[src/rtl/seg7_scan_ctrl.sv]
// Scan controller for two 74HC595 chains (segments + digit commons) on a multiplexed 7-segment display.
// Optional macro SEG7_BRIGHTNESS_EN: PWM the OE line during HOLD according to the brightness input.
module seg7_scan_ctrl #(
  parameter int NUM_DIGITS     = 4,
  parameter int CLK_DIV        = 4,
  parameter int DWELL_STEP     = 2,
  parameter bit COM_ACTIVE_LOW = 1'b1
) (
  input  logic                    clk,
  input  logic                    rst_n,
  input  logic                    enable,
  input  logic                    frame_we,
  input  logic [8*NUM_DIGITS-1:0] frame_data,
  input  logic [3:0]              brightness,
  output logic [2:0]              scan_digit,
  output logic                    frame_sync,
  output logic                    seg_ser,
  output logic                    seg_srclk,
  output logic                    seg_rclk,
  output logic                    seg_oe,
  output logic                    com_ser,
  output logic                    com_srclk,
  output logic                    com_rclk,
  output logic                    com_oe
);

  localparam int DIV_W = (CLK_DIV > 1) ? $clog2(CLK_DIV) : 1;
  localparam int DWL_W = (DWELL_STEP > 1) ? $clog2(DWELL_STEP) : 1;
  localparam logic [DIV_W-1:0] DIV_LAST = DIV_W'(CLK_DIV - 1);
  localparam logic [DWL_W-1:0] DWL_LAST = DWL_W'(DWELL_STEP - 1);
  localparam logic [2:0]       DIG_LAST = 3'(NUM_DIGITS - 1);

  typedef enum logic [2:0] {S_IDLE, S_LOAD, S_SHIFT, S_LATCH, S_HOLD} state_t;

  state_t                  state;
  logic [8*NUM_DIGITS-1:0] shadow, active;
  logic [2:0]              digit, bit_cnt;
  logic [DIV_W-1:0]        div_cnt;
  logic [DWL_W-1:0]        sub_cnt;
  logic [3:0]              step_cnt;
  logic [7:0]              seg_sr, com_sr;
  logic                    seg_ser_q, com_ser_q, srclk_q, rclk_q, oe_q, sync_q;

  // Digit 0 reads the shadow directly so the new frame and its first glyph are taken together.
  logic [8*NUM_DIGITS-1:0] frame_src;
  logic [7:0]              seg_word, com_word, onehot;
  logic [2:0]              next_digit;

  assign frame_src  = (digit == 3'd0) ? shadow : active;
  assign onehot     = 8'd1 << digit;
  assign com_word   = COM_ACTIVE_LOW ? ~onehot : onehot;
  assign next_digit = (digit == DIG_LAST) ? 3'd0 : digit + 3'd1;

  always_comb begin
    seg_word = '0;
    for (int i = 0; i < NUM_DIGITS; i++)
      if (digit == 3'(i)) seg_word = frame_src[8*i +: 8];
  end

`ifdef SEG7_BRIGHTNESS_EN
  logic [3:0] next_step;
  assign next_step = (sub_cnt == DWL_LAST) ? step_cnt + 4'd1 : step_cnt;
`else
  logic unused_brightness;
  assign unused_brightness = ^brightness;
`endif

  always_ff @(posedge clk or negedge rst_n) begin
    if (!rst_n) shadow <= '0;
    else if (frame_we) shadow <= frame_data;
  end

  always_ff @(posedge clk or negedge rst_n) begin
    if (!rst_n) begin
      state     <= S_IDLE;
      active    <= '0;
      digit     <= '0;
      bit_cnt   <= '0;
      div_cnt   <= '0;
      sub_cnt   <= '0;
      step_cnt  <= '0;
      seg_sr    <= '0;
      com_sr    <= '0;
      seg_ser_q <= 1'b0;
      com_ser_q <= 1'b0;
      srclk_q   <= 1'b0;
      rclk_q    <= 1'b0;
      oe_q      <= 1'b1;
      sync_q    <= 1'b0;
    end else begin
      sync_q <= 1'b0;
      case (state)
        S_IDLE: begin
          srclk_q   <= 1'b0;
          rclk_q    <= 1'b0;
          oe_q      <= 1'b1;
          seg_ser_q <= 1'b0;
          com_ser_q <= 1'b0;
          digit     <= '0;
          if (enable) begin
            state  <= S_LOAD;
            sync_q <= 1'b1;
          end
        end
        S_LOAD: begin
          if (digit == 3'd0) active <= shadow;
          seg_sr    <= seg_word;
          com_sr    <= com_word;
          seg_ser_q <= seg_word[7];
          com_ser_q <= com_word[7];
          div_cnt   <= '0;
          bit_cnt   <= '0;
          srclk_q   <= 1'b0;
          state     <= S_SHIFT;
        end
        S_SHIFT: begin
          if (div_cnt != DIV_LAST) begin
            div_cnt <= div_cnt + 1'b1;
          end else begin
            div_cnt <= '0;
            if (!srclk_q) begin
              srclk_q <= 1'b1;
            end else begin
              // End of high phase: SER moves to the next bit as the low phase starts.
              srclk_q <= 1'b0;
              if (bit_cnt == 3'd7) begin
                rclk_q <= 1'b1;
                state  <= S_LATCH;
              end else begin
                bit_cnt   <= bit_cnt + 3'd1;
                seg_sr    <= {seg_sr[6:0], 1'b0};
                com_sr    <= {com_sr[6:0], 1'b0};
                seg_ser_q <= seg_sr[6];
                com_ser_q <= com_sr[6];
              end
            end
          end
        end
        S_LATCH: begin
          if (div_cnt != DIV_LAST) begin
            div_cnt <= div_cnt + 1'b1;
          end else begin
            div_cnt  <= '0;
            rclk_q   <= 1'b0;
            oe_q     <= 1'b0;
            sub_cnt  <= '0;
            step_cnt <= '0;
            state    <= S_HOLD;
          end
        end
        S_HOLD: begin
          if (sub_cnt == DWL_LAST && step_cnt == 4'd15) begin
            sub_cnt  <= '0;
            step_cnt <= '0;
            if (enable) begin
              state  <= S_LOAD;
              digit  <= next_digit;
              sync_q <= (next_digit == 3'd0);
`ifdef SEG7_BRIGHTNESS_EN
              oe_q   <= 1'b1;
`endif
            end else begin
              state <= S_IDLE;
              digit <= '0;
              oe_q  <= 1'b1;
            end
          end else begin
            if (sub_cnt == DWL_LAST) begin
              sub_cnt  <= '0;
              step_cnt <= step_cnt + 4'd1;
            end else begin
              sub_cnt <= sub_cnt + 1'b1;
            end
`ifdef SEG7_BRIGHTNESS_EN
            oe_q <= (next_step > brightness);
`endif
          end
        end
        default: state <= S_IDLE;
      endcase
    end
  end

  assign scan_digit = digit;
  assign frame_sync = sync_q;
  assign seg_ser    = seg_ser_q;
  assign com_ser    = com_ser_q;
  assign seg_srclk  = srclk_q;
  assign com_srclk  = srclk_q;
  assign seg_rclk   = rclk_q;
  assign com_rclk   = rclk_q;
  assign seg_oe     = oe_q;
  assign com_oe     = oe_q;

endmodule

[config.mk]
export PLATFORM = sky130hd
export DESIGN_NAME = seg7_scan_ctrl
export DESIGN_NICKNAME = d
export VERILOG_FILES = /design/src/rtl/seg7_scan_ctrl.sv
export SDC_FILE = /design/constraint.sdc
export NUM_CORES = 1
export LEC_CHECK = 0
export CAP_MARGIN = 5
export CORE_AREA = 2 2 93 95
export DETAILED_ROUTE_END_ITERATION = 10
export DIE_AREA = 0 0 95 97
export PLACE_DENSITY_LB_ADDON = 0.3
export SLEW_MARGIN = 20
export SYNTH_ARGS = -nofsm -noshare
export SYNTH_HDL_FRONTEND = slang
export SYNTH_SLANG_ARGS = --single-unit
[constraint.sdc]
create_clock -name clk -period 2.72 [get_ports clk]
set_clock_uncertainty 0.1 [all_clocks]
set_input_delay 0.408 -clock clk [delete_from_list [all_inputs] [get_ports clk]]
set_output_delay 0.408 -clock clk [all_outputs]
set_load 0.02 [all_outputs]
After elaboration in Yosys (flattened, before gate mapping)
Index checks and enable logic that the tools add are counted.
{"block": "op_classes", "add_sub_neg": 5, "eq_ne": 19, "shift": 1, "mux": 61, "bitwise_logic": 1, "reduce_logical": 23}
{"operator": "$mux 7", "count": 6}
{"operator": "$mux 3", "count": 12}
{"operator": "$mux 32", "count": 1}
{"operator": "$mux 8", "count": 4}
{"operator": "$pmux 7 s2", "count": 2}
{"operator": "$mux 1", "count": 20}
{"operator": "$ne 2x2->1 const B", "count": 9}
{"operator": "$pmux 3 s5", "count": 1}
{"operator": "$eq 3x2->1 const B", "count": 4}
{"operator": "$mux 4", "count": 3}
{"operator": "$pmux 1 s3", "count": 4}
{"operator": "$pmux 3 s2", "count": 2}
{"operator": "$reduce_and 4->1", "count": 3}
{"operator": "$reduce_bool 2->1", "count": 5}
{"operator": "$logic_not 3->1", "count": 3}
{"operator": "$reduce_bool 3->1", "count": 3}
{"operator": "$not 8->8", "count": 1}
{"operator": "$pmux 4 s2", "count": 1}
{"operator": "$shl 1x3->8 const A", "count": 1}
{"operator": "$add 3x1->3 const B", "count": 2}
{"operator": "$eq 3x1->1 const B", "count": 2}
{"operator": "$eq 3x3->1 const B", "count": 2}
{"operator": "$pmux 1 s2", "count": 3}
{"operator": "$reduce_and 2->1", "count": 3}
{"operator": "12 further kinds", "count": 13}
{"block": "word_totals", "regBits": 100, "input_bits": 40}

Longest topological paths before layout
{"block": "depth", "word_depth": 7, "ltp_mapped": 9, "mapped_depth_nobuf": 6}

Least setup slack after synthesis
Ideal clock, no wire load.
{"block": "synth_path", "path_type": "register -> register", "from": "register digit[0], in the netlist scan_digit[0]", "to": "register seg_ser_q, in the netlist seg_ser", "setup_ps": 126, "arrival_time_ps": 2003, "required_time_ps": 2494, "slack_ps": 491, "path_stages_with_launch": 9, "period_less_slack_ps": 2229, "path_cell_list": "dfrtp_1 inv_1 ha_1 buf_2 nor2b_1 clkbuf_1 a221o_1 and3_1 a221o_1"}
{"block": "synth_via", "elab_chain_len": 7, "word_cells_on_any_way": 10, "cone_classes": "3 x eq/ne; 6 x mux; 1 x reduce/logical"}
{"element": "start: declaration", "line_no": "37", "source": "logic [2:0] digit, bit_cnt;"}
{"element": "start signal: assignment", "line_no": "157", "source": "digit <= next_digit;"}
{"element": "$logic_not 3->1", "line_no": "49, 57"}
{"element": "$mux 32"}
{"element": "$mux 8 (3 in a row)", "line_no": "57", "source": "if (digit == 3'(i)) seg_word = frame_src[8*i +: 8];"}
{"element": "$mux 8 *", "line_no": "57"}
{"element": "$pmux 1 s3 *", "line_no": "92", "source": "case (state)"}
{"element": "end signal: assignment", "line_no": "109", "source": "seg_ser_q <= seg_word[7];"}
{"element": "end signal: assignment", "line_no": "133", "source": "seg_ser_q <= seg_sr[6];"}
{"element": "end: declaration", "line_no": "42", "source": "logic seg_ser_q, com_ser_q, srclk_q, rclk_q, oe_q, sync_q;"}
Mark *: on every way between the ends. The rest lies on a longest branch, timed or not.
A chain may end at the register's enable or synchronous reset.

Worst setup path in the final report
{"block": "layout_path", "from": "register digit[0], in the netlist scan_digit[0]", "to": "register seg_sr[3]"}
{"block": "layout_via", "elab_chain_len": 7, "word_cells_on_any_way": 10, "cone_classes": "3 x eq/ne; 6 x mux; 1 x reduce/logical"}
{"element": "$logic_not 3->1", "line_no": "49, 57"}
{"element": "$mux 32"}
{"element": "$mux 8 (3 in a row)", "line_no": "57"}
{"element": "$mux 8 *", "line_no": "57"}
{"element": "$pmux 7 s2 *", "line_no": "92"}
{"element": "end signal: assignment", "line_no": "107", "source": "seg_sr <= seg_word;"}
{"element": "end signal: assignment", "line_no": "131", "source": "seg_sr <= {seg_sr[6:0], 1'b0};"}
{"element": "end: declaration", "line_no": "41", "source": "logic [7:0] seg_sr, com_sr;"}
Marks and branches as above.

==> key figures <==
Outcome
  – Status: finished, final reports clean

Critical path
  – R2R Setup Slk: 0.45 ns
  – RR Endpoint: seg_sr[3]
  – Worst Setup Start Kind: flip-flop
  – Setup crit end kind: flip-flop
  – Critical path peak fanout: 9
  – WS Path Type: flip-flop to flip-flop
  – Worst EP arrival: 2.42 ns
  – FF-to-FF Start: scan_digit[0]
  – R2R depth: 7
  – Req. time, crit path: 2.87 ns

Synth
  – Mean area per synthesized cell: 12.1 um2
  – Yosys warning total: 0
  – Yosys top cell area share: 0.504
  – Syn Std Cell Area: 4520 um2
  – Area leader, netlist: dfrtp_1
  – EDFF count, synth: 0
  – Cell count after synthesis: 372
  – Most used DFF post-synth: dfrtp_1
  – Synth cell types: 48
  – Sequential area share after synthesis: 0.510
  – Top cells by area, synth: dfrtp_1 50%, mux2_2 11%, mux2_4 7.3%
  – Syn Nets: 420
  – FF+latch count, synth: 92
  – Synth async-reset ratio: 1.00

Clocking
  – CTS clk-pin slew, worst paths: 0.09 ns
  – Cells resized by post-CTS repair: 0
  – Clock Latency Late Sink: 0.36 ns
  – Clock tree root buffer cell: clkbuf_8
  – Inserted Clock Buffers: 9
  – CTS tree: built
  – Longest Clk Path Bufs: 2
  – Clock sinks: 92
  – H-Tree Depth: 3

Floorplanning
  – Die span in y: 97 um
  – Die ar.: 9220 um2
  – CORE AREA: 8130 um2
  – Starting Density: 0.555
  – # rows: 33
  – IO Pins: 52
  – Chip Width: 95 um

STA
  – Max Clk Rate: 0.440 GHz
  – Worst slew pin tran: 0.648 ns
  – Final hold vios: 0
  – Slew Viols, Final: 0
  – Fin crit share: 0.836
  – Min cycle time layout: 2.27 ns
  – RSZ-0062 raised after global routing: false
  – Final setup vio count: 0
  – Setup TNS: 0 ns
  – Relative slew slack: 0.567

Worst hold path
  – HP Class: flip-flop to flip-flop
  – Worst min-delay path startpoint: com_sr[4]
  – Hold endpoint: com_sr[4]
  – Cell depth of the worst hold path: 2

Global route
  – GR Overflow Total: 0
  – Vias in the first global route: 3,047
  – Largest net degree at the start of global routing: 41
  – Total track usage: 0.208
  – Antenna violations before repair: 0
  – First-pass GRT wire length: 15.0 mm

Placement
  – PortBufs: 47
  – DP HPWL: 6.12 mm
  – Inst Count DP: 507
  – Post-DP Area: 5060 um2
  – RePlAce Congestion: 0.865

Power
  – PD cells: 826 nW/um2
  – VDD IR max: 0.000371 V
  – Leak Pwr: 2.36 nW

Routing
  – Iteration-0 DRC Markers: 125
  – Via count: 2,976
  – DRC errors left: 0
  – WL/cell: 17.0 um
  – Vias per cell: 5.68
  – TritonRoute pass-1 iters: 4
  – Routed wire length: 8.89 mm
  – Routed Antenna Nets: 0

Layout
  – Area growth, synth to finish: 16.0%
  – Share of cells above drive strength 1: 0.243
  – FILL cells: 622
  – Antenna cells: 0
  – Nets: 462
  – Register area: 2300 um2
  – Final std cells w/o fill: 524
  – Fin area: 5240 um2
  – Fin util: 0.644
  – Multi-input gate area: 2030 um2

Run
  – Max Cap Viol: 0
[cell usage after synthesis, types with 4 or more instances]
cell type and n:
o21ai_0 27, nor3_1 10, a31oi_1 8, ha_1 8, a221o_1 8, mux2_4 22, buf_4 5, mux2i_1 18
dfrtp_1 91, nand2_1 19, nor2_1 9, nor2b_1 9, nand3_1 11, buf_1 4, nor3b_1 4, clkbuf_1 14
mux2_2 45, a21oi_1 8, inv_1 8, a22o_1 4
[cell families (layout without fill, tap and decap cells)]
logic type / count (synthesis) / in the layout / synth area share
buffers and inverters: 36 / 83 / 0.0396
adders and majority gates: 9 / 9 / 0.0244
DFF: 92 / 92 / 0.510
and+or+nand+nor: 79 / 79 / 0.0964
muxes: 85 / 85 / 0.225
xor gates and xnor gates: 1 / 1 / 0.00194
AOI/OAI and AO/OA: 70 / 70 / 0.102
[per-layer routing]
metal	vias to the layer above	track usage	share of wire
met5	-	0	0
li1	1431	-	-
met4	0	0.0736	0.017
met3	11	0.0436	0.043
met2	74	0.327	0.48
met1	1460	0.287	0.46
[sequential cells by signal, indices dropped and copies added (netlist names), 2 cells and up]
name	count
state	3
active	24
step_cnt	4
seg_sr	7
scan_digit	3
com_sr	7
div_cnt	2
shadow	32
bit_cnt	3
[area by class of cell]
class	instances	area share
clock buffer	9	0.0236
timing repair buffer	59	0.109
inverter	8	0.00573
multi-input combinational	244	0.388
sequential	92	0.440
clock inverter	7	0.00836
tap	105	0.0251
[how the worst max path moves through the flow]
| stage | to | slack, ns | start | depth (start not counted) |
|---|---|---|---|---|
| global route | seg_sr[6] | 0.33 | scan_digit[0] | 8 |
| global placement | seg_sr[5] | 0.50 | scan_digit[0] | 7 |
| CTS | seg_sr[5] | 0.48 | scan_digit[0] | 7 |
| detailed placement | seg_sr[5] | 0.49 | scan_digit[0] | 7 |
| finish | seg_sr[3] | 0.45 | scan_digit[0] | 7 |
| floorplan | seg_ser | 0.49 | scan_digit[0] | 8 |
[placed cells by master (no fill, tap or decap), types with 9 or more instances in the layout]
cell type,count
clkdlybuf4s50_1,46
nor2b_1,9
clkbuf_8,9
buf_4,11
nor3_1,10
nand3_1,11
nand2_1,19
o21ai_0,27
dfrtp_1,91
mux2i_1,18
mux2_2,45
mux2_4,22
nor2_1,9
[through the flow]
stage,power (mW),hold slack (ns),setup slack [ns]
floorplan,3.16,0.0124,0.491
global placement,3.46,0.270,0.502
detailed placement,3.53,0.276,0.485
CTS,4.34,0.391,0.477
global route,4.60,0.412,0.332
finish,4.33,0.391,0.447
[worst max-delay path: stages, from the launching register on]
cell and delay, ns:
dfrtp_1 0.43, inv_1 0.12, ha_1 0.29, buf_4 0.24
mux2_2 0.36, a221o_1 0.35, a31oi_1 0.19, nor3_1 0.07
[what timing repair did]
item	in CTS	in global routing
buffers inserted	0	0
endpoints found under the hold margin	28	0
hold buffers	1	0
[where the power goes]
| part | switching [mW] | total, mW | internal [mW] | leakage, nW |
|---|---|---|---|---|
| registers | 0.269 | 2.06 | 1.79 | 1.11 |
| clock network | 0.491 | 0.818 | 0.327 | 0.0848 |
| logic | 0.656 | 1.45 | 0.795 | 1.16 |
| total | 1.42 | 4.33 | 2.91 | 2.36 |
No activity file was read; power rests on OpenSTA's default activity.
